### src/rtl/alu_seq_pkg.sv
// Shared definitions for the ALU op sequencer: FunSel codes, FSM state
// encoding and ZCNO flag bit positions.
package alu_seq_pkg;

   localparam logic [3:0] OP_PASS_A = 4'b0000;
   localparam logic [3:0] OP_PASS_B = 4'b0001;
   localparam logic [3:0] OP_NOT_A  = 4'b0010;
   localparam logic [3:0] OP_NOT_B  = 4'b0011;
   localparam logic [3:0] OP_ADD    = 4'b0100;
   localparam logic [3:0] OP_SUB    = 4'b0101;
   localparam logic [3:0] OP_CMP    = 4'b0110;
   localparam logic [3:0] OP_AND    = 4'b0111;
   localparam logic [3:0] OP_OR     = 4'b1000;
   localparam logic [3:0] OP_NAND   = 4'b1001;
   localparam logic [3:0] OP_XOR    = 4'b1010;
   localparam logic [3:0] OP_LSL    = 4'b1011;
   localparam logic [3:0] OP_LSR    = 4'b1100;
   localparam logic [3:0] OP_ASR    = 4'b1101;
   localparam logic [3:0] OP_CSL    = 4'b1110;
   localparam logic [3:0] OP_CSR    = 4'b1111;

   localparam int ZCNO_Z = 3;
   localparam int ZCNO_C = 2;
   localparam int ZCNO_N = 1;
   localparam int ZCNO_O = 0;

   typedef enum logic [1:0] {
      ST_IDLE  = 2'd0,
      ST_ISSUE = 2'd1,
      ST_WAIT  = 2'd2,
      ST_DONE  = 2'd3
   } seq_state_e;

   // Compare only updates flags; every other op writes its result back.
   function automatic logic op_writes_rf(input logic [3:0] op);
      return op != OP_CMP;
   endfunction

endpackage

### src/rtl/alu_op_sequencer_if.sv
// Request/completion bundle between a requester and the ALU op sequencer.
// ALU_SEQ_IMM_EN adds the immediate-operand request fields.
interface alu_op_sequencer_if #(
   parameter int DATA_W = 8,
   parameter int AW     = 2
);
   logic              req_valid;
   logic              req_ready;
   logic [3:0]        req_op;
   logic [AW-1:0]     req_src_a;
   logic [AW-1:0]     req_src_b;
   logic [AW-1:0]     req_dst;
`ifdef ALU_SEQ_IMM_EN
   logic              req_use_imm;
   logic [DATA_W-1:0] req_imm;
`endif
   logic              done_valid;
   logic [DATA_W-1:0] done_result;
   logic [3:0]        done_flags;

`ifdef ALU_SEQ_IMM_EN
   modport master (
      output req_valid, req_op, req_src_a, req_src_b, req_dst, req_use_imm, req_imm,
      input  req_ready, done_valid, done_result, done_flags
   );
   modport slave (
      input  req_valid, req_op, req_src_a, req_src_b, req_dst, req_use_imm, req_imm,
      output req_ready, done_valid, done_result, done_flags
   );
`else
   modport master (
      output req_valid, req_op, req_src_a, req_src_b, req_dst,
      input  req_ready, done_valid, done_result, done_flags
   );
   modport slave (
      input  req_valid, req_op, req_src_a, req_src_b, req_dst,
      output req_ready, done_valid, done_result, done_flags
   );
`endif
endinterface

### src/rtl/alu_seq_regfile.sv
// Operand register file: async clear, two operand ports latched on request
// acceptance, combinational debug read, write-back has priority over load.
module alu_seq_regfile #(
   parameter int DATA_W = 8,
   parameter int AW     = 2
) (
   input  logic              CLK,
   input  logic              RST_N,
   input  logic              wb_en_i,
   input  logic [AW-1:0]     wb_addr_i,
   input  logic [DATA_W-1:0] wb_data_i,
   input  logic              ld_en_i,
   input  logic [AW-1:0]     ld_addr_i,
   input  logic [DATA_W-1:0] ld_data_i,
   input  logic              lat_en_i,
   input  logic [AW-1:0]     lat_addr_a_i,
   input  logic [AW-1:0]     lat_addr_b_i,
   output logic [DATA_W-1:0] lat_a_o,
   output logic [DATA_W-1:0] lat_b_o,
   input  logic [AW-1:0]     dbg_addr_i,
   output logic [DATA_W-1:0] dbg_data_o
);
   localparam int NREG = 1 << AW;

   logic [DATA_W-1:0] rf_q [NREG];
   logic [DATA_W-1:0] lat_a_q;
   logic [DATA_W-1:0] lat_b_q;

   // Write-back is applied last so it overrides a same-index load.
   always_ff @(posedge CLK or negedge RST_N) begin
      if (!RST_N) begin
         for (int i = 0; i < NREG; i++) rf_q[i] <= '0;
      end else begin
         if (ld_en_i) rf_q[ld_addr_i] <= ld_data_i;
         if (wb_en_i) rf_q[wb_addr_i] <= wb_data_i;
      end
   end

   always_ff @(posedge CLK or negedge RST_N) begin
      if (!RST_N) begin
         lat_a_q <= '0;
         lat_b_q <= '0;
      end else if (lat_en_i) begin
         lat_a_q <= rf_q[lat_addr_a_i];
         lat_b_q <= rf_q[lat_addr_b_i];
      end
   end

   assign lat_a_o    = lat_a_q;
   assign lat_b_o    = lat_b_q;
   assign dbg_data_o = rf_q[dbg_addr_i];
endmodule

### src/rtl/alu_op_sequencer.sv
// Issue/write-back stage around a clocked FunSel ALU (one op per 4 cycles).
// Optional macro ALU_SEQ_IMM_EN: B operand may come from the request immediate.
module alu_op_sequencer
   import alu_seq_pkg::*;
#(
   parameter int DATA_W = 8,
   parameter int AW     = 2
) (
   input  logic              CLK,
   input  logic              RST_N,
   alu_op_sequencer_if.slave bus,
   input  logic              ld_en,
   input  logic [AW-1:0]     ld_addr,
   input  logic [DATA_W-1:0] ld_data,
   output logic [DATA_W-1:0] alu_a,
   output logic [DATA_W-1:0] alu_b,
   output logic [3:0]        alu_funsel,
   input  logic [DATA_W-1:0] alu_out,
   input  logic [3:0]        alu_zcno,
   input  logic [AW-1:0]     rd_addr,
   output logic [DATA_W-1:0] rd_data
);
   seq_state_e        state_q, state_d;
   logic [3:0]        op_q;
   logic [AW-1:0]     dst_q;
   logic [DATA_W-1:0] rf_a_q;
   logic [DATA_W-1:0] rf_b_q;
   logic [DATA_W-1:0] opnd_b;
   logic [DATA_W-1:0] done_result_q;
   logic [3:0]        done_flags_q;
   logic              accept;
   logic              capture;
   logic              wb_en;

   assign accept  = (state_q == ST_IDLE) && bus.req_valid;
   assign capture = (state_q == ST_WAIT);
   assign wb_en   = capture && op_writes_rf(op_q);

   alu_seq_regfile #(.DATA_W(DATA_W), .AW(AW)) u_rf (
      .CLK          (CLK),
      .RST_N        (RST_N),
      .wb_en_i      (wb_en),
      .wb_addr_i    (dst_q),
      .wb_data_i    (alu_out),
      .ld_en_i      (ld_en),
      .ld_addr_i    (ld_addr),
      .ld_data_i    (ld_data),
      .lat_en_i     (accept),
      .lat_addr_a_i (bus.req_src_a),
      .lat_addr_b_i (bus.req_src_b),
      .lat_a_o      (rf_a_q),
      .lat_b_o      (rf_b_q),
      .dbg_addr_i   (rd_addr),
      .dbg_data_o   (rd_data)
   );

`ifdef ALU_SEQ_IMM_EN
   logic              use_imm_q;
   logic [DATA_W-1:0] imm_q;

   always_ff @(posedge CLK or negedge RST_N) begin
      if (!RST_N) begin
         use_imm_q <= 1'b0;
         imm_q     <= '0;
      end else if (accept) begin
         use_imm_q <= bus.req_use_imm;
         imm_q     <= bus.req_imm;
      end
   end

   assign opnd_b = use_imm_q ? imm_q : rf_b_q;
`else
   assign opnd_b = rf_b_q;
`endif

   always_ff @(posedge CLK or negedge RST_N) begin
      if (!RST_N) state_q <= ST_IDLE;
      else        state_q <= state_d;
   end

   always_comb begin
      state_d = state_q;
      case (state_q)
         ST_IDLE:  if (bus.req_valid) state_d = ST_ISSUE;
         ST_ISSUE: state_d = ST_WAIT;
         ST_WAIT:  state_d = ST_DONE;
         ST_DONE:  state_d = ST_IDLE;
         default:  state_d = ST_IDLE;
      endcase
   end

   // Idle cycles issue pass-A of zero so the ALU carry/overflow survive between ops.
   always_comb begin
      bus.req_ready  = 1'b0;
      bus.done_valid = 1'b0;
      alu_a          = '0;
      alu_b          = '0;
      alu_funsel     = OP_PASS_A;
      case (state_q)
         ST_IDLE: bus.req_ready = 1'b1;
         ST_ISSUE, ST_WAIT: begin
            alu_a      = rf_a_q;
            alu_b      = opnd_b;
            alu_funsel = op_q;
         end
         ST_DONE: bus.done_valid = 1'b1;
         default: ;
      endcase
   end

   always_ff @(posedge CLK or negedge RST_N) begin
      if (!RST_N) begin
         op_q  <= OP_PASS_A;
         dst_q <= '0;
      end else if (accept) begin
         op_q  <= bus.req_op;
         dst_q <= bus.req_dst;
      end
   end

   always_ff @(posedge CLK or negedge RST_N) begin
      if (!RST_N) begin
         done_result_q <= '0;
         done_flags_q  <= '0;
      end else if (capture) begin
         done_result_q <= alu_out;
         done_flags_q  <= alu_zcno;
      end
   end

   assign bus.done_result = done_result_q;
   assign bus.done_flags  = done_flags_q;
endmodule

### src/flat_wrapper.sv
// flat-port wrapper written by rule: the top's interface ports become plain ports
module alu_op_sequencer_flat import alu_seq_pkg::*;
#(
   parameter int DATA_W = 8,
   parameter int AW     = 2
)
  (CLK, RST_N, ld_en, ld_addr, ld_data, alu_a, alu_b, alu_funsel, alu_out, alu_zcno, rd_addr, rd_data, bus_req_valid, bus_req_op, bus_req_src_a, bus_req_src_b, bus_req_dst, bus_req_ready, bus_done_valid, bus_done_result, bus_done_flags);
  alu_op_sequencer_if #(.DATA_W(DATA_W), .AW(AW)) bus_i ();
  input  logic CLK;
  input  logic RST_N;
  input  logic ld_en;
  input  logic [AW-1:0] ld_addr;
  input  logic [DATA_W-1:0] ld_data;
  output logic [DATA_W-1:0] alu_a;
  output logic [DATA_W-1:0] alu_b;
  output logic [3:0] alu_funsel;
  input  logic [DATA_W-1:0] alu_out;
  input  logic [3:0] alu_zcno;
  input  logic [AW-1:0] rd_addr;
  output logic [DATA_W-1:0] rd_data;
  input wire logic [$bits(bus_i.req_valid)-1:0] bus_req_valid;
  input wire logic [$bits(bus_i.req_op)-1:0] bus_req_op;
  input wire logic [$bits(bus_i.req_src_a)-1:0] bus_req_src_a;
  input wire logic [$bits(bus_i.req_src_b)-1:0] bus_req_src_b;
  input wire logic [$bits(bus_i.req_dst)-1:0] bus_req_dst;
  output wire logic [$bits(bus_i.req_ready)-1:0] bus_req_ready;
  output wire logic [$bits(bus_i.done_valid)-1:0] bus_done_valid;
  output wire logic [$bits(bus_i.done_result)-1:0] bus_done_result;
  output wire logic [$bits(bus_i.done_flags)-1:0] bus_done_flags;
  assign bus_i.req_valid = bus_req_valid;
  assign bus_i.req_op = bus_req_op;
  assign bus_i.req_src_a = bus_req_src_a;
  assign bus_i.req_src_b = bus_req_src_b;
  assign bus_i.req_dst = bus_req_dst;
  assign bus_req_ready = bus_i.req_ready;
  assign bus_done_valid = bus_i.done_valid;
  assign bus_done_result = bus_i.done_result;
  assign bus_done_flags = bus_i.done_flags;
  alu_op_sequencer #(.DATA_W(DATA_W), .AW(AW)) u_core (.CLK(CLK), .RST_N(RST_N), .bus(bus_i), .ld_en(ld_en), .ld_addr(ld_addr), .ld_data(ld_data), .alu_a(alu_a), .alu_b(alu_b), .alu_funsel(alu_funsel), .alu_out(alu_out), .alu_zcno(alu_zcno), .rd_addr(rd_addr), .rd_data(rd_data));
endmodule
### config.mk
export PLATFORM = sky130hd
export DESIGN_NAME = alu_op_sequencer_flat
export DESIGN_NICKNAME = d
export VERILOG_FILES = /design/src/rtl/alu_seq_pkg.sv /design/src/rtl/alu_op_sequencer_if.sv /design/src/rtl/alu_seq_regfile.sv /design/src/rtl/alu_op_sequencer.sv /design/src/flat_wrapper.sv
export SDC_FILE = /design/constraint.sdc
export NUM_CORES = 1
export LEC_CHECK = 0
export ABC_AREA = 1
export BUFFER_PORTS_ARGS = -buffer_cell sky130_fd_sc_hd__buf_2
export CORE_ASPECT_RATIO = 1.4
export CORE_MARGIN = 4
export CORE_UTILIZATION = 50
export DETAILED_ROUTE_END_ITERATION = 12
export PLACE_DENSITY = 0.75
export SLEW_MARGIN = 20
export SYNTH_ARGS = -nofsm -noshare
export SYNTH_HDL_FRONTEND = slang
export SYNTH_HIERARCHICAL = 1
export SYNTH_SLANG_ARGS = --single-unit
### constraint.sdc
create_clock -name CLK -period 1.72 [get_ports CLK]
set_input_delay 0.086 -clock CLK [delete_from_list [all_inputs] [get_ports CLK]]
set_output_delay 0.086 -clock CLK [all_outputs]
set_load 0.01 [all_outputs]
==> flow_metrics.py <==
metrics = {
    "run_status": {
        "status": "completed",
    },
    "worst_setup_path": {
        "cp_common_cell": "inv_1",
        "crit_required_ns": 1.63,
        "r2r_end": "u_core/u_rf/rf_q[24]",
        "r2r_start": "u_core/state_q[1]",
        "cp_num_cells": 6,
        "cpPeakStageDelay_ns": 0.40,
        "critical_path_class": "reg -> out",
        "path_delay_family": "buffers and inverters",
        "r2r_cells": 8,
        "critPathCaptureType": "primary output",
        "cp_slowest_cell": "dfrtp_1",
        "cp_cell_sequence": "inv_1 -> ha_1 -> buf_12 -> nand2_1 -> inv_1 -> buf_2",
        "path_max_fanout": 21,
        "reg2reg_slack_ns": 0.09,
        "path_buf_inv": 4,
        "cp-start-kind": "register",
        "worstPathArrival_ns": 1.55,
    },
    "final_layout": {
        "drive_gt1_frac": 0.168,
        "utilization": 0.624,
        "syn_to_final_growth_pct": 22.4,
        "regArea_um2": 1700,
        "final_nets": 765,
        "multi_input_area_um2": 2000,
        "num_antenna_cells": 0,
        "final_cell_mix": "nand2_1, buf_2, inv_1",
        "final_common_cell": "nand2_1",
        "fill_cells": 759,
    },
    "timing": {
        "fmax_mhz": 611,
        "fin_skew_ns": 0.00463,
        "finalSetupViolations": 0,
        "finalHoldViolCount": 0,
        "relSlewSlack": 0.676,
        "slew_viol_final": 0,
        "period_needed_ns": 1.64,
        "holdWs_ns": 0.0361,
        "tightest_slew_ns": 0.486,
        "fin_crit_sh": 0.951,
        "rsz0062_at_grt": "yes",
    },
    "hold_path": {
        "min_to": "u_core/u_rf/rf_q[7]",
        "whs_path_depth": 3,
        "hold_path_class": "in -> reg",
        "min_from": "ld_data[7]",
    },
    "floorplan": {
        "start_util": 0.510,
        "die_w_um": 85.1,
        "core_um2": 8150,
        "ios": 80,
        "die_area_um2": 9860,
        "die_h_um": 116,
        "num_rows": 39,
    },
    "pwr": {
        "ir_worst_vdd_v": 0.000915,
        "leakagePower_nw": 3.05,
        "power.internal_mw": 5.26,
        "p_per_area_nw_per_um2": 1790,
        "pwr-share-comb": 0.473,
        "switchingPower_mw": 3.83,
        "p_clk_frac": 0.219,
        "pwr-share-seq": 0.308,
        "p_total_mw": 9.09,
        "switching_share": 0.422,
    },
    "global_route": {
        "met3_usage": 0.0576,
        "grt_max_degree": 69,
        "grtUsageMet2": 0.417,
        "grtUsageMet1": 0.307,
        "grt_pass1_vias": 4190,
        "antenna_found_initial": 0,
        "grt_pass1_wl_um": 19500,
        "grt.busiest_layer": "met2",
        "grt-ovfl-total": 0,
        "grt_util_all_layers": 0.247,
    },
    "synthesis": {
        "seq_area_frac_synth": 0.409,
        "synthTopCellsByArea": "dfrtp_1, nand2_1, nand3_1, inv_1, o21ai_0",
        "synth_top_cell_by_area": "dfrtp_1",
        "synth_area_per_cell_um2": 6.54,
        "synthesis.nets": 678,
        "netlist_area_um2": 4160,
        "ys_types": 23,
        "synth_top_cell_area_share": 0.409,
        "yosysWarnings": 6,
        "syn_inst": 636,
        "ys_ff_latch": 68,
    },
    "drt": {
        "routed_via_density": 5.19,
        "first_pass_iters": 5,
        "vias": 4306,
        "drtAntennaViolNets": 0,
        "drc": 0,
        "wl_per_cell_um": 13.9,
        "wirelength_um": 11500,
        "drt_iter0_drc": 316,
    },
    "clock_network": {
        "clockBufferDepth": 2,
        "cts-root-buf": "clkbuf_16",
        "cts_tree": "built",
        "htree_levels": 3,
        "cts_sinks": 68,
        "clk_pin_slew_ns": 0.06,
        "clkLatencyLatePin_ns": 0.33,
        "cts_buffers": 9,
    },
    "placed_design": {
        "place.gp.congestion": 0.924,
        "port_buffers": 79,
        "hpwl_um": 8650,
    },
    "flow_run": {
        "cap_violations": 0,
    },
}
-- synth_stat cells --
| library cell | instances |
|---|---|
| nand2_2 | 1 |
| nand4_1 | 8 |
| nor2_4 | 1 |
| buf_6 | 3 |
| buf_1 | 1 |
| inv_1 | 75 |
| nand2_1 | 323 |
| buf_4 | 6 |
| clkbuf_1 | 4 |
| o21ai_1 | 2 |
| nand3_1 | 75 |
| nor2_1 | 10 |
| o211ai_1 | 8 |
| ha_1 | 4 |
| o21ai_0 | 14 |
| nand3_2 | 4 |
| dfrtp_1 | 68 |
| nand3_4 | 1 |
| buf_2 | 12 |
| inv_2 | 6 |
| a21oi_1 | 8 |
| a21oi_2 | 1 |
| clkinv_1 | 1 |
-- cell type report --
type | instances | share of cell area
Tap cell | 102 | 0.0251
Clock buffer | 10 | 0.0470
Clock inverter | 6 | 0.0172
Sequential cell | 68 | 0.335
Inverter | 82 | 0.0605
Multi-Input combinational cell | 460 | 0.394
Timing Repair Buffer | 102 | 0.122
-- per-stage QoR --
stage          area (um2)  setup WS, ns  std cells  setup TNS (ns)
2_1_floorplan        4160        0.0523        636               0
3_3_place_gp         4620         0.109        802               0
3_5_place_dp         4620        0.0366        802               0
4_1_cts              5050       0.00356        829               0
5_1_grt              5090       -0.0188        830         -0.0210
6_report             5090        0.0836        830               0
-- layer usage --
layer  wire (um)  share of wire
met5           0              0
met4         224          0.019
met3         874          0.076
met2        5890           0.51
met1        4560           0.39
-- kinds of logic after synthesis --
kind of cell             after synthesis  share of synthesized area
buffers and inverters                108                      0.112
AND/OR/NAND/NOR                      423                      0.421
adder cells (fa/ha/maj)                4                     0.0120
flip-flops                            68                      0.409
AO/OA/AOI/OAI                         33                     0.0455
-- power by group through the flow --
stage | registers (mW) | logic [mW] | clock network, mW
floorplan | 2.78 | 2.80 | 0
global placement | 2.77 | 4.03 | 0
detailed placement | 2.81 | 4.13 | 0
CTS | 2.79 | 4.17 | 2.01
global route | 2.88 | 4.90 | 2.10
finish | 2.80 | 4.30 | 1.99
-- worst max-delay path by stage --
| stage | from | end |
|---|---|---|
| global placement | u_core/state_q[0] | u_core/u_rf/rf_q[0] |
| detailed placement | u_core/state_q[0] | u_core/u_rf/rf_q[1] |
| floorplan | u_core/state_q[0] | u_core/u_rf/rf_q[24] |
| global route | u_core/state_q[1] | alu_b[6] |
| finish | u_core/state_q[1] | alu_b[5] |
| CTS | u_core/state_q[1] | alu_b[5] |
-- state kept, by name, summed over array words and instances (netlist names) --
name                    cells
u_core/u_rf/lat_a_o         8
u_core/bus.done_flags       4
u_core/state_q              2
u_core/dst_q                2
u_core/bus.done_result      8
u_core/op_q                 4
u_core/u_rf/lat_b_o         8
u_core/u_rf/rf_q           32
-- worst reg2reg max path, stage by stage, from the launching register on --
cell	delay (ns)
dfrtp_1	0.41
buf_4	0.15
ha_1	0.20
inv_2	0.08
a21oi_4	0.05
nand3_2	0.18
clkinv_1	0.25
nand2_1	0.13
nand2_1	0.06
-- what timing repair did --
action,4_1_cts,5_1_grt
hold endpoints to repair,78,0
gates resized for setup,0,5
hold buffers,11,0
endpoints found under the setup margin,0,49
buffers inserted,0,1
Note: power is estimated with default switching activity, not from simulation.
